==> src/rtl/seg_scan_ctrl.sv <==
// Time-multiplexed 7-segment scanner with shadow/active digit banks and frame-aligned commit.
// Optional blink support is compiled in with `define SEG_BLINK_EN.
module seg_scan_ctrl #(
   parameter int NDIG      = 8,
   parameter int SCAN_DIV  = 50000,
   parameter int GAP       = 1000,
   parameter int BLINK_DIV = 64,
   localparam int AW       = (NDIG > 1) ? $clog2(NDIG) : 1
) (
   input  logic            clk,
   input  logic            rst_n,
   input  logic            wr_valid,
   output logic            wr_ready,
   input  logic            wr_commit,
   input  logic [AW-1:0]   wr_addr,
   input  logic [3:0]      wr_data,
   input  logic            wr_blank,
`ifdef SEG_BLINK_EN
   input  logic            wr_blink,
`endif
   output logic [6:0]      seg,
   output logic [NDIG-1:0] an,
   output logic            busy,
   output logic            frame_done
);

   localparam int CW = (SCAN_DIV > 1) ? $clog2(SCAN_DIV) : 1;

   typedef enum logic {S_GAP, S_SHOW} state_t;
   // With GAP = 0 the first slot must already be showing out of reset.
   localparam state_t S_RST = (GAP > 0) ? S_GAP : S_SHOW;

   state_t                r_state;
   logic [CW-1:0]         r_cnt;
   logic [AW-1:0]         r_idx;
   logic [NDIG-1:0][3:0]  r_sh_dat, r_act_dat;
   logic [NDIG-1:0]       r_sh_blk, r_act_blk;
   logic                  r_busy;
   logic [NDIG-1:0]       r_an;
   logic [6:0]            r_seg;
   logic                  r_frame_done;

   logic                  w_last, w_boundary, w_acc, w_addr_ok, w_dark;
   logic [CW-1:0]         w_cnt_nxt;
   logic [AW-1:0]         w_idx_nxt;
   logic [NDIG-1:0]       w_an_on;

   function automatic logic [6:0] bcd7seg(input logic [3:0] d);
      case (d)
         4'h0: return 7'h40;  4'h1: return 7'h79;  4'h2: return 7'h24;  4'h3: return 7'h30;
         4'h4: return 7'h19;  4'h5: return 7'h12;  4'h6: return 7'h02;  4'h7: return 7'h78;
         4'h8: return 7'h00;  4'h9: return 7'h10;  4'hA: return 7'h08;  4'hB: return 7'h03;
         4'hC: return 7'h46;  4'hD: return 7'h21;  4'hE: return 7'h06;  default: return 7'h0E;
      endcase
   endfunction

   assign w_last     = (r_cnt == CW'(SCAN_DIV - 1));
   assign w_boundary = w_last && (r_idx == AW'(NDIG - 1));
   assign w_cnt_nxt  = w_last ? '0 : r_cnt + 1'b1;
   assign w_idx_nxt  = (r_idx == AW'(NDIG - 1)) ? '0 : r_idx + 1'b1;
   assign w_acc      = wr_valid && !r_busy;

   if (NDIG == (1 << AW)) begin : g_addr_full
      assign w_addr_ok = 1'b1;
   end else begin : g_addr_part
      assign w_addr_ok = (int'(wr_addr) < NDIG);
   end

   always_comb begin
      w_an_on        = '1;
      w_an_on[r_idx] = 1'b0;
   end

`ifdef SEG_BLINK_EN
   localparam int BW = (BLINK_DIV > 1) ? $clog2(BLINK_DIV) : 1;
   logic [NDIG-1:0] r_sh_bnk, r_act_bnk;
   logic [BW-1:0]   r_bfrm;
   logic            r_phase;

   assign w_dark = r_act_blk[r_idx] | (r_act_bnk[r_idx] & r_phase);

   always_ff @(posedge clk or negedge rst_n) begin
      if (!rst_n) begin
         r_sh_bnk  <= '0;
         r_act_bnk <= '0;
         r_bfrm    <= '0;
         r_phase   <= 1'b0;
      end else begin
         if (w_acc && !wr_commit && w_addr_ok)
            r_sh_bnk[wr_addr] <= wr_blink;
         if (w_boundary && r_busy)
            r_act_bnk <= r_sh_bnk;
         if (w_boundary) begin
            if (r_bfrm == BW'(BLINK_DIV - 1)) begin
               r_bfrm  <= '0;
               r_phase <= ~r_phase;
            end else begin
               r_bfrm  <= r_bfrm + 1'b1;
            end
         end
      end
   end
`else
   assign w_dark = r_act_blk[r_idx];
`endif

   // Slot FSM; outputs are registered from the pre-edge state, giving one cycle of lag.
   always_ff @(posedge clk or negedge rst_n) begin
      if (!rst_n) begin
         r_state      <= S_RST;
         r_cnt        <= '0;
         r_idx        <= '0;
         r_an         <= '1;
         r_seg        <= 7'h7F;
         r_frame_done <= 1'b0;
      end else begin
         r_cnt        <= w_cnt_nxt;
         r_state      <= (w_cnt_nxt < CW'(GAP)) ? S_GAP : S_SHOW;
         r_frame_done <= w_boundary;
         if (w_last)
            r_idx <= w_idx_nxt;
         if (r_state == S_SHOW && !w_dark) begin
            r_an  <= w_an_on;
            r_seg <= bcd7seg(r_act_dat[r_idx]);
         end else begin
            r_an  <= '1;
            r_seg <= 7'h7F;
         end
      end
   end

   // Banks swap only on a frame boundary with a commit pending; busy blocks further requests.
   always_ff @(posedge clk or negedge rst_n) begin
      if (!rst_n) begin
         r_sh_dat  <= '0;
         r_sh_blk  <= '1;
         r_act_dat <= '0;
         r_act_blk <= '1;
         r_busy    <= 1'b0;
      end else begin
         if (w_acc && !wr_commit && w_addr_ok) begin
            r_sh_dat[wr_addr] <= wr_data;
            r_sh_blk[wr_addr] <= wr_blank;
         end
         if (w_boundary && r_busy) begin
            r_act_dat <= r_sh_dat;
            r_act_blk <= r_sh_blk;
         end
         if (w_acc && wr_commit)
            r_busy <= 1'b1;
         else if (w_boundary)
            r_busy <= 1'b0;
      end
   end

   assign wr_ready   = ~r_busy;
   assign busy       = r_busy;
   assign seg        = r_seg;
   assign an         = r_an;
   assign frame_done = r_frame_done;

endmodule

==> config.mk <==
export PLATFORM = sky130hd
export DESIGN_NAME = seg_scan_ctrl
export DESIGN_NICKNAME = d
export VERILOG_FILES = /design/src/rtl/seg_scan_ctrl.sv
export SDC_FILE = /design/constraint.sdc
export NUM_CORES = 1
export LEC_CHECK = 0
export CAP_MARGIN = 5
export CELL_PAD_IN_SITES_DETAIL_PLACEMENT = 1
export CELL_PAD_IN_SITES_GLOBAL_PLACEMENT = 1
export CORE_UTILIZATION = 54
export CTS_CLUSTER_SIZE = 30
export DETAILED_ROUTE_END_ITERATION = 12
export MAX_ROUTING_LAYER = met4
export PLACE_DENSITY = 0.83
export SLEW_MARGIN = 20
export SYNTH_ARGS = -nofsm -noshare
export SYNTH_HDL_FRONTEND = slang
export SYNTH_SLANG_ARGS = --single-unit
==> constraint.sdc <==
create_clock -name clk -period 6.4 [get_ports clk]
set_clock_uncertainty 0.1 [all_clocks]
set_input_delay 0.64 -clock clk [delete_from_list [all_inputs] [get_ports clk]]
set_output_delay 0.64 -clock clk [all_outputs]
set_load 0.02 [all_outputs]
==> results of run 1 <==
[cell usage in the layout (no fill, tap or decap), drive strengths merged, types with 5 or more instances in the layout]
master,netlist,final
inv,6,9
nand3,11,11
dfrtp,86,86
clkbuf,7,18
nor2b,9,9
nor2,19,19
ha,9,9
xor2,9,9
nand2,20,20
mux4,8,8
xnor2,6,6
mux2,88,88
mux2i,7,7
clkinvlp,0,5
clkdlybuf4s50,0,28
dfstp,31,31
nor3,6,6
[sequential cells by signal (all words and copies together), names as in the netlist, 3 cells and up]
register	flops
r_idx	3
r_sh_dat	32
an	8
r_cnt	16
r_sh_blk	8
r_act_dat	32
seg	7
r_act_blk	8
[layout make-up]
cell class / count / share of cell area
timing repair buffer: 32 / 0.04871
clock inverter: 14 / 0.02377
tap: 133 / 0.02612
clock buffer: 18 / 0.06718
sequential: 117 / 0.4657
inverter: 6 / 0.003536
multi-input combinational: 243 / 0.3650
[logic make-up after synthesis]
family | after synthesis | synth area share
multiplexers | 103 | 0.2560
AND/OR/NAND/NOR | 96 | 0.09901
buffers and inverters | 25 | 0.02625
flip-flops | 117 | 0.5459
adder cells (fa/ha/maj) | 9 | 0.02072
AO/OA/AOI/OAI | 20 | 0.02786
XOR/XNOR | 15 | 0.02418
[synth_stat cells (all sizes together) (4+ instances only)]
| master | count | area, um^2 |
|---|---|---|
| mux2 | 88 | 1141 |
| xor2 | 9 | 78.83 |
| nor3 | 6 | 30.03 |
| nand3 | 11 | 60.06 |
| nand3b | 4 | 30.03 |
| nand2 | 20 | 75.07 |
| clkbuf | 7 | 26.28 |
| buf | 12 | 93.84 |
| nor2b | 9 | 56.30 |
| ha | 9 | 112.6 |
| nand4 | 4 | 25.02 |
| dfstp | 31 | 814.5 |
| nor2 | 19 | 71.32 |
| dfrtp | 86 | 2152 |
| inv | 6 | 22.52 |
| mux2i | 7 | 70.07 |
| nor4 | 4 | 40.04 |
| xnor2 | 6 | 52.55 |
| mux4 | 8 | 180.2 |
[power by group]
part | switching [uW] | leakage [uW] | total [uW] | internal (uW)
Combinational | 21.0 | 0.00119 | 29.9 | 8.86
Sequential | 1.56 | 0.00150 | 745 | 744
Clock | 368 | 0.000270 | 934 | 567
Total | 390 | 0.00297 | 1710 | 1320
[path summary, 6_finish.rpt]
check,startpoint,endpoint,slack [ns],depth (start not counted)
min in group clk,r_cnt[0],r_cnt[0],0.39,1
worst max-delay path,r_idx[0],seg[3],3.19,7
worst min-delay path,rst_n,r_state,0.02,1
max in group asynchronous,rst_n,r_act_dat[4],4.83,2
worst min register to register,r_cnt[0],r_cnt[0],0.39,1
worst max register to register,r_idx[0],seg[3],3.19,7
[routing by layer]
layer	vias to the layer above	share of wire
met5	-	0
met4	0	0.027
met3	34	0.043
met2	120	0.52
met1	1751	0.41
li1	1446	-
[worst max-delay path, cell delays in order, from the launching register on]
cell and delay (ns):
dfrtp_1 0.89, mux4_2 0.60, mux2i_1 0.50, inv_1 0.20
ha_1 0.31, o21ai_0 0.24, mux2_2 0.21, nand2_1 0.06
[stage by stage]
stage	setup WS [ns]	power, uW	hold slack, ns
final	3.195	1709	0.01837
after global placement	3.553	786.2	0.3595
after global routing	3.093	1751	0.06335
after CTS	3.221	1723	0.01378
after floorplan	3.832	760.7	0.2444
after detailed placement	3.384	788.0	0.3840
==> results.md, run 1 <==
* Outcome: finished, final reports clean
* Final setup viols at 0
* Maximum achievable frequency at 0.3120 GHz
* Yosys warns at 0
* Max Root-Sink Buffers at 2
* Global routing usage on met1 at 0.3766
* Worst rel slew slack at 0.3816
* Worst skew pair latency at 0.53 ns
* Reg area at 2967 um^2
* Post-Layout Cell Count at 563
* Crit path max fanout at 17
* Setup TNS at 0 ns
* Endpoint class of the critical path: flip-flop
* GRT Max-Usage Layer: met2
* Critical Path RT at 6.74 ns
* IO Count at 30
* Via count at 3351
* Antenna-violating nets left at 0
* Synth Flop Type: dfrtp_1
* Startpoint Class: flip-flop
* Sequential-to-total area share from yosys stat at 0.5459
* Post-DP HPWL at 7.781 mm
* Asr flop ratio synth at 1.000
* Nets at 438
* Post-DP Area at 5791 um^2
* Final Hold Fails at 0
* Area Overhead vs Synth at 17.22%
* Die span in y at 102.3 um
* Worst vdd ir at 0.1492 mV
* CP Class: flip-flop to flip-flop
* Max-cap violations at 0
* Unrepaired setup endpoints after global routing: false
* Unique masters post-synth at 46
* Power per standard cell area at 268.4 nW/um^2
* Initial antenna violation count at 0
* DRC violations left at 0
* H-tree depth at 4
* Port bufs at 29
* First-pass GRT wire length at 21.94 mm
* Hold crit path type: input pin to async pin
* Sink Count at 117
* Post_cts resized at 0
* Total track usage at 0.3081
* Die ar. at 10470 um^2
* GPL Wtd Cong at 0.8069
* Max Slew Vio Count at 0
* Syn Std Cell Area at 5434 um^2
* Num CTS Buffers at 17
* CTS tree: built
* Lkg Pwr at 0.002968 uW
* Post-CTS Setup Bufs at 0
* Crit share post-route at 0.5009
* Antenna cells at 0
* Root Driver: clkbuf_8
* DRT iter0 DRCs at 156
* Vias in the first global route at 3737
* Clk slew on worst S/H paths at 0.06 ns
* Final-layout fill cell count at 914
* Number of synthesized flops with an enable pin at 0
* WL/cell at 24.46 um
* Cells after synthesis at 385
* Largest net degree at the start of global routing at 74
* Starting Density at 0.5559
* Core area at 9774 um^2
* Die width at 102.3 um
* Ratio of cells with drive above 1 in the final layout at 0.3953
* Drt total wl at 13.77 mm
* # placed instances at 531
* Critical path data arrival time at 3.55 ns
* Drt first pass iters at 4
* GRT Residual Overflow at 0
* Layout Utilization at 0.6517
* Syn_area_per_cell at 14.11 um^2
* Multi-input gate area at 2325 um^2
* Final Instance Area at 6370 um^2
* Routing usage on met3 at 0.07524
* CTS Hold Bufs at 0
* Final Critical Period at 3.205 ns
* Measured slew at the worst slew-check pin at 0.9275 ns
* DR vias/cell at 5.952
* Mapped Nets at 406
* FP Rows at 36
* FF+latch count, synth at 117
* M2 GR Usage at 0.4925
No activity file was read; power rests on OpenSTA's default activity.
==> inputs of run 2 (changes only) <==
--- a/config.mk
+++ b/config.mk
@@ -8,11 +8,11 @@
 export CAP_MARGIN = 5
 export CELL_PAD_IN_SITES_DETAIL_PLACEMENT = 1
 export CELL_PAD_IN_SITES_GLOBAL_PLACEMENT = 1
-export CORE_UTILIZATION = 54
+export CORE_UTILIZATION = 50
 export CTS_CLUSTER_SIZE = 30
 export DETAILED_ROUTE_END_ITERATION = 12
 export MAX_ROUTING_LAYER = met4
-export PLACE_DENSITY = 0.83
+export PLACE_DENSITY = 0.77
 export SLEW_MARGIN = 20
 export SYNTH_ARGS = -nofsm -noshare
 export SYNTH_HDL_FRONTEND = slang
==> constraint.sdc (replaced) <==
create_clock -name clk -period 3.15 [get_ports clk]
set_clock_uncertainty 0.1 [all_clocks]
set_input_delay 0.315 -clock clk [delete_from_list [all_inputs] [get_ports clk]]
set_output_delay 0.315 -clock clk [all_outputs]
set_load 0.02 [all_outputs]
==> results.md, run 2 (synthesized netlist as in run 1, its figures left out) <==
* Maximum achievable frequency at 0.3862 GHz
* Final-layout fill cell count at 990
* Reg-to-Reg Start: r_idx[1]
* Nets at 446
* Reg2reg setup slack at 0.56 ns
* Initial antenna violation count at 0
* Die ar. at 11290 um^2
* Max Root-Sink Buffers at 2
* Critical path data arrival time at 2.90 ns
* Final setup viols at 0
* Via count at 3259
* Slowest-stage cell, CP: dfrtp_1
* Largest registers: r_act_dat: 32 flops, r_sh_dat: 32 flops, r_cnt: 16 flops
* First-pass GRT wire length at 20.98 mm
* Starting Density at 0.5217
* Max Slew Vio Count at 0
* CP max stage delay at 0.89 ns
* H-tree depth at 4
* Clk slew on worst S/H paths at 0.06 ns
* Most common cell after layout, fill and taps aside: dfrtp_1
* DRT iter0 DRCs at 147
* R2R depth at 5
* Crit share post-route at 0.8220
* Lkg Pwr at 0.003061 uW
* DR vias/cell at 5.678
* Die span in y at 106.3 um
* Most frequent cells in the layout: dfrtp_1 (86), mux2_2 (48), mux2_4 (40)
* Ratio of cells with drive above 1 in the final layout at 0.4018
* # placed instances at 541
* DRC violations left at 0
* Port bufs at 29
* Antenna cells at 0
* Area Overhead vs Synth at 19.92%
* Max-cap violations at 0
* Drt total wl at 12.64 mm
* Power per standard cell area at 559.0 nW/um^2
* Sink Count at 117
* Startpoint Class: flip-flop
* Worst skew pair latency at 0.53 ns
* Crit-path cells: mux4_2 -> mux2i_1 -> and2_1 -> nor2b_1 -> nand3_1
* Post-DP HPWL at 7.612 mm
* Post_cts resized at 0
* Unrepaired setup endpoints after global routing: false
* Reg area at 2967 um^2
* Core area at 10420 um^2
* Measured slew at the worst slew-check pin at 0.8404 ns
* Antenna-violating nets left at 0
* Worst vdd ir at 0.4224 mV
* GPL Wtd Cong at 0.8257
* Total track usage at 0.2630
* Num CTS Buffers at 17
* Post-Layout Cell Count at 574
* GRT Residual Overflow at 0
* WL/cell at 22.02 um
* Worst rel slew slack at 0.4397
* Critical Path RT at 3.46 ns
* Outcome: finished, final reports clean
* Min Hold Slack at 0.2591 ns
* Reg-to-Reg End: an[6]
* Largest net degree at the start of global routing at 50
* Crit path max fanout at 21
* Hold crit path type: input pin to async pin
* Buf+Inv Stages, Crit Path at 0
* Multi-input gate area at 2325 um^2
* Drt first pass iters at 4
* FP Rows at 37
* CTS tree: built
* Vias in the first global route at 3581
* CP top delay family: flip-flops
* CP startpoint: r_idx[1]
* Endpoint class of the critical path: flip-flop
* Final Hold Fails at 0
* Setup TNS at 0 ns
* Die width at 106.3 um
* IO Count at 30
* Final Critical Period at 2.589 ns
* Root Driver: clkbuf_8
* Tot Pwr at 3643 uW
* CP Class: flip-flop to flip-flop
run 2: changes by cell type in the layout (fill, tap and decap cells not counted):
cell,before,now
buf_4,4,9
bufinv_16,2,4
clkinv_2,2,4
clkbuf_8,2,6
buf_12,0,2
clkinvlp_4,5,1
dlygate4sd3_1,0,1
clkbuf_1,0,1
clkinv_4,2,0
inv_6,3,0
run 2: layer usage:
| layer | share of wire | up-vias | track usage | routed length, um |
|---|---|---|---|---|
| li1 | - | 1466 | - | - |
| met1 | 0.46 | 1701 | 0.3508 | 5816 |
| met2 | 0.49 | 67 | 0.3924 | 6148 |
| met3 | 0.034 | 25 | 0.06560 | 428 |
| met4 | 0.020 | 0 | 0.09425 | 247 |
| met5 | 0 | - | - | 0 |
run 2: cell type report:
cell class	instances	share of cell area
clock buffer	23	0.07469
clock inverter	9	0.02266
inverter	6	0.003456
multi-input combinational	243	0.3568
sequential	117	0.4553
tap	136	0.02611
timing repair buffer	40	0.06106
run 2: where the power goes:
part	switching, uW	total [uW]	internal, uW
registers	2.88	1510	1510
clock network	679	2060	1380
logic	42.2	64.3	22.2
run 2: repair_timing:
item / in CTS / in global routing
endpoints found under the hold margin: 39 / 0
hold buffers: 1 / 0
setup buffers: 0 / 0
run 2: worst max-delay path by stage:
stage	end	slack (ns)	cells after the start
after floorplan	seg[3]	0.58	10
after global placement	seg[5]	0.67	7
after detailed placement	an[6]	0.53	5
after CTS	an[6]	0.53	5
after global routing	an[6]	0.32	5
final	an[6]	0.56	5
run 2: per-stage QoR:
step	util	cell area [um^2]	setup WS, ns
finish	0.6256	6516	0.5606
global route	0.6256	6516	0.3153
CTS	0.6256	6516	0.5264
detailed placement	0.5637	5872	0.5317
global placement	0.5637	5872	0.6731
floorplan	-	5434	0.5824
==> inputs of run 3 (changes only) <==
==> constraint.sdc (replaced) <==
create_clock -name clk -period 2.7 [get_ports clk]
set_clock_uncertainty 0.1 [all_clocks]
set_input_delay 0.27 -clock clk [delete_from_list [all_inputs] [get_ports clk]]
set_output_delay 0.27 -clock clk [all_outputs]
set_load 0.02 [all_outputs]
==> results.md, run 3 (synthesized netlist as in run 1, its figures left out) <==
* Critical path data arrival time at 2.97 ns
* Crit-path cells: mux4_2 -> mux2_2 -> inv_1 -> ha_1 -> nand2_1 -> o21ai_0 -> mux2_2 -> nand2_1
* Antenna cells at 0
* Critical Path RT at 3.06 ns
* Die ar. at 11290 um^2
* Die span in y at 106.3 um
* Endpoint class of the critical path: flip-flop
* Total track usage at 0.2557
* Final Hold Fails at 0
* Max Root-Sink Buffers at 2
* Largest net degree at the start of global routing at 47
* DRC violations left at 0
* Starting Density at 0.5217
* Startpoint Class: flip-flop
* Worst rel slew slack at 0.6047
* Num CTS Buffers at 17
* First-pass GRT wire length at 20.67 mm
* GPL Wtd Cong at 0.8394
* Max Slew Vio Count at 0
* Hold crit path type: input pin to async pin
* Vias in the first global route at 3689
* IO Count at 30
* DRT iter0 DRCs at 149
* Area Overhead vs Synth at 19.11%
* WL/cell at 21.29 um
* Measured slew at the worst slew-check pin at 0.5850 ns
* Nets at 452
* H-tree depth at 4
* Die width at 106.3 um
* Worst vdd ir at 0.3681 mV
* CP max stage delay at 0.62 ns
* Multi-input gate area at 2325 um^2
* Post-DP HPWL at 7.930 mm
* Post-DP Area at 5904 um^2
* Outcome: finished, final reports clean
* Most frequent cells in the layout: dfrtp_1 (86), mux2_2 (48), mux2_4 (40)
* Post_cts resized at 0
* Maximum achievable frequency at 0.3832 GHz
* Root Driver: clkbuf_8
* Final-layout fill cell count at 998
* Initial antenna violation count at 0
* Buf+Inv Stages, Crit Path at 1
* CP Class: flip-flop to flip-flop
* Final Critical Period at 2.609 ns
* Slowest-stage cell, CP: dfrtp_1
* Crit share post-route at 0.9665
* Largest registers: r_act_dat: 32 flops, r_sh_dat: 32 flops, r_cnt: 16 flops
* Antenna-violating nets left at 0
* Clk slew on worst S/H paths at 0.06 ns
* Unrepaired setup endpoints after global routing: false
* Max-cap violations at 0
* Setup TNS at 0 ns
* Worst skew pair latency at 0.52 ns
* Final setup viols at 0
* Port bufs at 29
* Most common cell after layout, fill and taps aside: dfrtp_1
* Crit path max fanout at 9
* Drt first pass iters at 4
* Reg area at 2967 um^2
* Core area at 10420 um^2
* Via count at 3292
* Final Instance Area at 6472 um^2
* FP Rows at 37
* Drt total wl at 12.35 mm
* Sink Count at 117
* GRT Residual Overflow at 0
* DR vias/cell at 5.676
* CTS tree: built
* Power per standard cell area at 604.3 nW/um^2
* CP top delay family: multiplexers
* Ratio of cells with drive above 1 in the final layout at 0.4077
* Lkg Pwr at 0.003042 uW
[run 3: cell count changes in the layout (fill, tap and decap cells not counted)]
| cell | delta |
|---|---|
| buf_4 | +7 |
| clkinvlp_4 | +2 |
| bufinv_16 | -4 |
| buf_12 | -1 |
| clkbuf_1 | +1 |
| clkbuf_16 | +1 |
[run 3: metrics by stage]
| stage | worst slack, ns | util | hold WS, ns | power [uW] | cells |
|---|---|---|---|---|---|
| after floorplan | 0.1324 | - | -0.1256 | 1803 | 385 |
| after global placement | 0.2965 | 0.5668 | 0.2028 | 1868 | 547 |
| after detailed placement | 0.2003 | 0.5668 | 0.2181 | 1871 | 547 |
| after CTS | 0.09475 | 0.6214 | 0.2186 | 3952 | 580 |
| after global routing | 0.003371 | 0.6214 | 0.2598 | 4035 | 580 |
| final | 0.09051 | 0.6214 | 0.2040 | 3911 | 580 |
[run 3: where the power goes]
group / total [uW] / internal (uW) / switching, uW
logic: 74.1 / 25.0 / 49.2
registers: 1770 / 1760 / 3.13
clock network: 2070 / 1300 / 773
[run 3: metal layers]
layer	vias to the layer above	wire [um]	GRT usage
li1	1477	-	-
met1	1723	5646	0.3259
met2	65	6103	0.3994
met3	27	327	0.05763
met4	0	272	0.09921
met5	-	0	-
[run 3: path summary, 6_finish.rpt]
path	to	cells after the start	from	slack [ns]
max	seg[3]	8	r_idx[0]	0.09
min	r_act_dat[4]	2	rst_n	0.20
max reg2reg	seg[3]	8	r_idx[0]	0.09
max in group asynchronous	r_sh_blk[5]	3	rst_n	1.46
min in group clk	busy	3	wr_valid	0.30
min reg2reg	r_cnt[0]	1	r_cnt[0]	0.38
[run 3: timing repair]
action / in CTS / in global routing
buffers inserted: 0 / 0
hold buffers: 1 / 0
hold endpoints to repair: 40 / 0
[run 3: final cells by class]
class	instances	share of cell area
Clock buffer	25	0.07964
Clock inverter	7	0.006573
Multi-Input combinational cell	243	0.3592
Timing Repair Buffer	46	0.06650
Sequential cell	117	0.4583
Tap cell	136	0.02629
Inverter	6	0.003480
